## config.mk

```make
export PLATFORM = sky130hd
export DESIGN_NAME = instr_fetch_unit_flat
export DESIGN_NICKNAME = d
export VERILOG_FILES = /design/src/rtl/cpu_pkg.sv /design/src/rtl/instr_fetch_unit_if.sv /design/src/rtl/pc_counter.sv /design/src/rtl/instr_fetch_unit.sv /design/src/flat_wrapper.sv
export SDC_FILE = /design/constraint.sdc
export NUM_CORES = 1
export LEC_CHECK = 0
export ABC_AREA = 1
export BUFFER_PORTS_ARGS = -buffer_cell sky130_fd_sc_hd__clkbuf_2
export CORE_MARGIN = 2
export CORE_UTILIZATION = 40
export DETAILED_ROUTE_END_ITERATION = 10
export PLACE_DENSITY = 0.73
export SLEW_MARGIN = 30
export SYNTH_ARGS = -nofsm -noshare
export SYNTH_HDL_FRONTEND = slang
export SYNTH_HIERARCHICAL = 1
export SYNTH_SLANG_ARGS = --single-unit
export TNS_END_PERCENT = 5
```

## constraint.sdc

```tcl
create_clock -name clk -period 4.09 [get_ports clk]
set_clock_uncertainty 0.1 [all_clocks]
set_input_delay 0.6135 -clock clk [delete_from_list [all_inputs] [get_ports clk]]
set_output_delay 0.6135 -clock clk [all_outputs]
set_load 0.01 [all_outputs]
```

## src/rtl/cpu_pkg.sv

```systemverilog
// cpu_pkg: shared opcode constants, fetch command encodings and instruction-fetch phase enum
package cpu_pkg;
  typedef enum logic [2:0] {NOP = 3'b000, LDO, LDA, STO, PRE, ADD, LDM, HLT} opcode_t;
  typedef enum logic [1:0] {FETCH_IDLE = 2'b00, FETCH_CAP = 2'b01, FETCH_END = 2'b10, FETCH_RSV = 2'b11} fetch_t;
  typedef enum logic [1:0] {PH_HI, PH_LO, PH_FULL, PH_HALT} phase_t;
  localparam int CNT_W = 16;
endpackage

```

## src/rtl/instr_fetch_unit_if.sv

```systemverilog
// instr_fetch_unit_if: fetch bus (fetch, pc_en, ad_sel, data in; ins, ir_addr, pc, addr, ir_valid, halted out; instr_cnt when IFU_INSTR_CNT_EN); master drives, slave is the fetch unit
interface instr_fetch_unit_if #(parameter int AW = 13, parameter int DW = 8);
  logic [1:0] fetch;
  logic pc_en;
  logic ad_sel;
  logic [DW-1:0] data;
  logic [2:0] ins;
  logic [AW-1:0] ir_addr;
  logic [AW-1:0] pc;
  logic [AW-1:0] addr;
  logic ir_valid;
  logic halted;
`ifdef IFU_INSTR_CNT_EN
  logic [15:0] instr_cnt;
  modport master(output fetch, pc_en, ad_sel, data, input ins, ir_addr, pc, addr, ir_valid, halted, instr_cnt);
  modport slave(input fetch, pc_en, ad_sel, data, output ins, ir_addr, pc, addr, ir_valid, halted, instr_cnt);
`else
  modport master(output fetch, pc_en, ad_sel, data, input ins, ir_addr, pc, addr, ir_valid, halted);
  modport slave(input fetch, pc_en, ad_sel, data, output ins, ir_addr, pc, addr, ir_valid, halted);
`endif
endinterface

```

## src/rtl/pc_counter.sv

```systemverilog
// pc_counter: AW-bit program counter that increments on en and wraps to 0; ports clk, rst (async active-low), en, pc
module pc_counter #(parameter int AW = 13) (
  input  logic          clk,
  input  logic          rst,
  input  logic          en,
  output logic [AW-1:0] pc
);
  always_ff @(posedge clk or negedge rst)
    if (!rst) pc <= '0;
    else if (en) pc <= pc + AW'(1);
endmodule

```

## src/rtl/instr_fetch_unit.sv

```systemverilog
// instr_fetch_unit: two-byte instruction register with phase FSM and program counter; ports clk, rst (async active-low), bus (instr_fetch_unit_if.slave); IFU_INSTR_CNT_EN adds saturating 16-bit instr_cnt
module instr_fetch_unit import cpu_pkg::*; #(parameter int AW = 13, parameter int DW = 8) (
  input logic clk,
  input logic rst,
  instr_fetch_unit_if.slave bus
);
  phase_t phase, phase_nx;
  logic [DW-1:0] ir_hi, ir_lo;
  logic [AW-1:0] pc, ir_addr;
  logic [2:0] ins;
  logic cap, fin, hi_we, lo_we;
  assign ins = ir_hi[7:5];
  assign ir_addr = AW'({ir_hi[4:0], ir_lo});
  always_comb begin
    cap = bus.fetch == FETCH_CAP;
    fin = bus.fetch == FETCH_END;
    hi_we = cap && phase == PH_HI;
    lo_we = cap && phase == PH_LO;
    phase_nx = phase == PH_HALT ? PH_HALT :
               fin              ? PH_HI   :
               hi_we            ? PH_LO   :
               lo_we            ? (ins == HLT ? PH_HALT : PH_FULL) : phase;
  end
  always_ff @(posedge clk or negedge rst)
    if (!rst) phase <= PH_HI;
    else phase <= phase_nx;
  always_ff @(posedge clk or negedge rst)
    if (!rst) begin
      ir_hi <= '0;
      ir_lo <= '0;
    end else begin
      if (hi_we) ir_hi <= bus.data;
      if (lo_we) ir_lo <= bus.data;
    end
  pc_counter #(.AW(AW)) u_pc (
    .clk(clk),
    .rst(rst),
    .en(bus.pc_en && phase != PH_HALT),
    .pc(pc)
  );
  assign bus.ins = ins;
  assign bus.ir_addr = ir_addr;
  assign bus.pc = pc;
  assign bus.addr = bus.ad_sel ? ir_addr : pc;
  assign bus.ir_valid = phase == PH_FULL;
  assign bus.halted = phase == PH_HALT;
`ifdef IFU_INSTR_CNT_EN
  logic [CNT_W-1:0] cnt;
  always_ff @(posedge clk or negedge rst)
    if (!rst) cnt <= '0;
    else if (lo_we && cnt != '1) cnt <= cnt + CNT_W'(1);
  assign bus.instr_cnt = cnt;
`endif
endmodule

```

## src/flat_wrapper.sv

```systemverilog
// flat-port wrapper written by rule: the top's interface ports become plain ports
module instr_fetch_unit_flat import cpu_pkg::*;
#(parameter int AW = 13, parameter int DW = 8)
  (clk, rst, bus_fetch, bus_pc_en, bus_ad_sel, bus_data, bus_ins, bus_ir_addr, bus_pc, bus_addr, bus_ir_valid, bus_halted);
  instr_fetch_unit_if #(.AW(AW), .DW(DW)) bus_i ();
  input logic clk;
  input logic rst;
  input wire logic [$bits(bus_i.fetch)-1:0] bus_fetch;
  input wire logic [$bits(bus_i.pc_en)-1:0] bus_pc_en;
  input wire logic [$bits(bus_i.ad_sel)-1:0] bus_ad_sel;
  input wire logic [$bits(bus_i.data)-1:0] bus_data;
  output wire logic [$bits(bus_i.ins)-1:0] bus_ins;
  output wire logic [$bits(bus_i.ir_addr)-1:0] bus_ir_addr;
  output wire logic [$bits(bus_i.pc)-1:0] bus_pc;
  output wire logic [$bits(bus_i.addr)-1:0] bus_addr;
  output wire logic [$bits(bus_i.ir_valid)-1:0] bus_ir_valid;
  output wire logic [$bits(bus_i.halted)-1:0] bus_halted;
  assign bus_i.fetch = bus_fetch;
  assign bus_i.pc_en = bus_pc_en;
  assign bus_i.ad_sel = bus_ad_sel;
  assign bus_i.data = bus_data;
  assign bus_ins = bus_i.ins;
  assign bus_ir_addr = bus_i.ir_addr;
  assign bus_pc = bus_i.pc;
  assign bus_addr = bus_i.addr;
  assign bus_ir_valid = bus_i.ir_valid;
  assign bus_halted = bus_i.halted;
  instr_fetch_unit #(.AW(AW), .DW(DW)) u_core (.clk(clk), .rst(rst), .bus(bus_i));
endmodule
```

-- Word level (Yosys, flattened, before mapping)
Cells that the tools add are included.
- register bits: 31
- output and inout port bits: 44
- word-level logic and storage cells: 23
- add/subtract/negate cells: 1
- equal/unequal tests: 7
- multiplexer cells: 6
- reduce and logical (&&, ||, !) cells: 5
- operators by type and width (cell ; count):
    $add 13x1->13 const B ; 1
    $mux 13 ; 1
    $mux 2 ; 4
    $eq 2x2->1 const B ; 3
    $eq 2x1->1 const B ; 2
    $reduce_bool 4->1 ; 1
    $eq 3x3->1 const B ; 1
    $logic_and 1x1->1 ; 3
    $logic_not 2->1 ; 1
    $ne 2x2->1 const B ; 1
    $mux 1 ; 1

-- Depth between registers and ports, before layout
- word-level depth: 6
- depth in mapped cells: 10

-- Modules after synthesis
The synthesis kept the hierarchy.
- by module, submodules not included (module ; times used ; cells an instance ; area each (µm²) ; seq. area each (µm²)):
    instr_fetch_unit ; 1 ; 96 ; 997.2 ; 450.4
    pc_counter ; 1 ; 77 ; 665.6 ; 325.3

-- Least setup slack after synthesis
OpenSTA, ideal clock, no wires.
- path kind: input-to-output
- start: input bus_ad_sel
- end: output bus_addr[0]
- arrival: 1121 ps
- required time: 3377 ps
- slack: 2256 ps
- stages on the path: 2
- cells stage by stage: buf_4 > mux2_2
- word-level cells in the longest chain between the ends: 1
- RTL lines (element ; RTL line ; text):
    start, declared ; flat_wrapper.sv:10 ; input wire logic [$bits(bus_i.ad_sel)-1:0] bus_ad_sel;
    $mux 13 ; instr_fetch_unit.sv:44 ; assign bus.addr = bus.ad_sel ? ir_addr : pc;
    end, declared ; flat_wrapper.sv:15 ; output wire logic [$bits(bus_i.addr)-1:0] bus_addr;
No other way between the ends.

-- Worst setup path after layout
- start: input bus_ad_sel
- end: output bus_addr[4]
Same word-level chain as after synthesis.

==> impl_metrics.csv <==
group,metric,value,unit
timing,setup_tns,0,ps
pwr,p_leak,1.14,nW
logic_synthesis,async_reset_ff_share,100,%
logic_synthesis,syn_nets,188,
logic_synthesis,ys_ff_latch,31,
logic_synthesis,syn_area,0.00166,sq mm
worst_setup_path,rr_startpoint,"u_core/phase[0]$_DFFE_PN0P_",
route,drt_first_iter_violations,72,
floorplan,dieArea,0.00469,sq mm
run_status,status,"complete, no violations",
finish,layout_common_cells,"clkbuf_2, nand2_1, dfrtp_1",
worst_setup_path,crit_type,"primary input to primary output",
pwr,p_total,0.567,mW
timing,hold_viol_final,0,
clocking,clk_pin_slew,60,ps
worst_setup_path,crit_path_start_kind,"primary input",
clocking,cts_tree,"built",
floorplan,die_w,68.5,um
pwr,vdd_drop_max,0.143,mV
timing,fin_crit_sh,52.2,%
logic_synthesis,yosys_warnings,6,
route,drc_errors,0,
clocking,clk_latency,280,ps
worst_setup_path,worstSetupEndpointType,"primary output",
timing,relSlewSlack,49.1,%
grt,globalRouteTotalUtil,17.3,%
timing,period_needed,2130,ps
logic_synthesis,yosysSeqAreaShare,46.7,%
route,ant_nets,0,
clocking,cts_buffer_depth,2,
floorplan,core,0.00400,sq mm
clocking,ctsHoldBuffers,0,
logic_synthesis,synthCells,173,
timing,setup_violations,0,
clocking,cts_root_buffer,"clkbuf_8",
placed_design,io_buffers,57,
pwr,p_per_area,277,mW/mm^2
floorplan,start_util,41.6,%
clocking,numClockSinks,31,
timing,fmax,0.468,GHz
logic_synthesis,syn_area_per_cell,9.61,sq um
placed_design,place.detailed.hpwl,2.72,mm
hold_path,hold_path.class,"primary input to async pin",
clocking,cts_buffers,5,
timing,worstMarginPinSlew,763,ps
grt,grt-ovfl-total,0,
worst_setup_path,cp_max_fo,13,
route,viasPerCell,4.75,
worst_setup_path,critPathRequiredTime,3380,ps
route,routed_wl,3.61,mm
finish,antenna_cells,0,
logic_synthesis,yosys_most_used_dff,"dfrtp_1",
finish,areaGrowthSynthToFinish,23.0,%
worst_setup_path,critPathLaunch,"bus_ad_sel",
route,wl_per_cell,12.7,um
timing,rsz0062_at_grt,"no",
flow_run,maxCapViolCount,0,
timing,finalHoldWorstSlack,293,ps
floorplan,die_y,68.5,um
finish,drive_gt1_share,44.4,%
clocking,postCtsSetupBuffers,0,
route,drt-pass1-iter-count,4,
clocking,htree_levels,2,
grt,grt_max_degree,32,
finish,final_common_cell,"clkbuf_2",
clocking,cts_resized,0,
logic_synthesis,synth_enable_flop_cells,0,
logic_synthesis,synth_area_leaders,"dfrtp_1, nand2_1, mux2_2",
floorplan,rows,23,
route,via_count,1348,
worst_setup_path,arrival,1420,ps
grt,antenna_found_initial,0,
placed_design,gp_congestion,0.781,
grt,grt_pass1_vias,1227,
logic_synthesis,synth_top_area_share,46.7,%
timing,maxSlewViolCount,0,
grt,grt_pass1_wl,5.72,mm
finish,final_nets,248,
logic_synthesis,yosysTopAreaCell,"dfrtp_1",
worst_setup_path,worst-r2r-setup-slack,2170,ps
logic_synthesis,yosysUniqueCellTypes,21,
floorplan,ios,58,
## stage by stage
stage / setup slack [ps] / utilization (%) / instance area, sq um / std cells
6_report: 1960 / 51.1 / 2050 / 284
5_1_grt: 1900 / 51.1 / 2050 / 284
4_1_cts: 1950 / 51.1 / 2050 / 284
3_5_place_dp: 1950 / 49.1 / 1960 / 276
3_3_place_gp: 1970 / 49.1 / 1960 / 276
2_1_floorplan: 2260 / - / 1660 / 173
## critical path, stage by stage
cell	delay, ps
clkbuf_2	280
mux2_2	390
clkbuf_2	130
## kinds of logic (layout without fill, tap and decap cells)
logic type	after synthesis	count (layout)	synth area share (%)
AND/OR/NAND/NOR	79	79	23.6
flip-flops	31	31	46.7
buffers and inverters	25	86	7.52
AO/OA/AOI/OAI	16	16	8.43
multiplexers	13	13	8.80
XOR/XNOR	8	8	4.21
adder cells (fa/ha/maj)	1	1	0.752
## report_power, final
part	leakage (nW)	total, mW	internal (mW)	switching [mW]
Clock	0.0422	0.227	0.119	0.108
Sequential	0.405	0.308	0.307	0.000965
Combinational	0.688	0.0319	0.0122	0.0197
Total	1.14	0.567	0.438	0.129
## final cells by class
class                      instances  area (sq um)
timing repair buffer              57           285
tap                               50          62.6
inverter                          21          78.8
clock inverter                     1          5.00
clock buffer                       7          76.3
multi-input combinational        117           762
sequential                        31           776
fill                             390          1950
## state kept, by name, indices dropped and copies added, names as in the netlist
signal          cells
u_core/u_pc/pc     13
u_core/ir_lo        8
u_core/ir_hi        8
u_core/phase        2
## final timing paths
check	cells past startpoint	end
setup / recovery	3	bus_addr[4]
max in group asynchronous	1	u_core/ir_hi[0]$_DFFE_PN0P_
hold / removal	1	u_core/ir_hi[5]$_DFFE_PN0P_
setup reg to reg	9	u_core/u_pc/pc[9]$_DFFE_PN0P_
hold reg to reg	2	u_core/ir_lo[4]$_DFFE_PN0P_
min in group clk	2	u_core/ir_lo[4]$_DFFE_PN0P_
## per-layer routing
layer / global-route usage [%] / share of wire, %
met5: 0 / 0
met4: 7.50 / 1.7
met3: 7.40 / 7.4
met2: 25.6 / 45
met1: 21.8 / 46
## cell usage after synthesis (2+ instances only)
cell and instances:
xor2_1 6, o21ai_2 16, inv_1 21, nand4_2 2, nand3b_1 2, dfrtp_1 31
nor2_2 5, xnor2_1 2, nand2_1 48, nand3_4 2, mux2_2 13, buf_4 2
nand4_1 2, nor2_1 8, nand3_1 7
No activity file was read; power rests on OpenSTA's default activity.
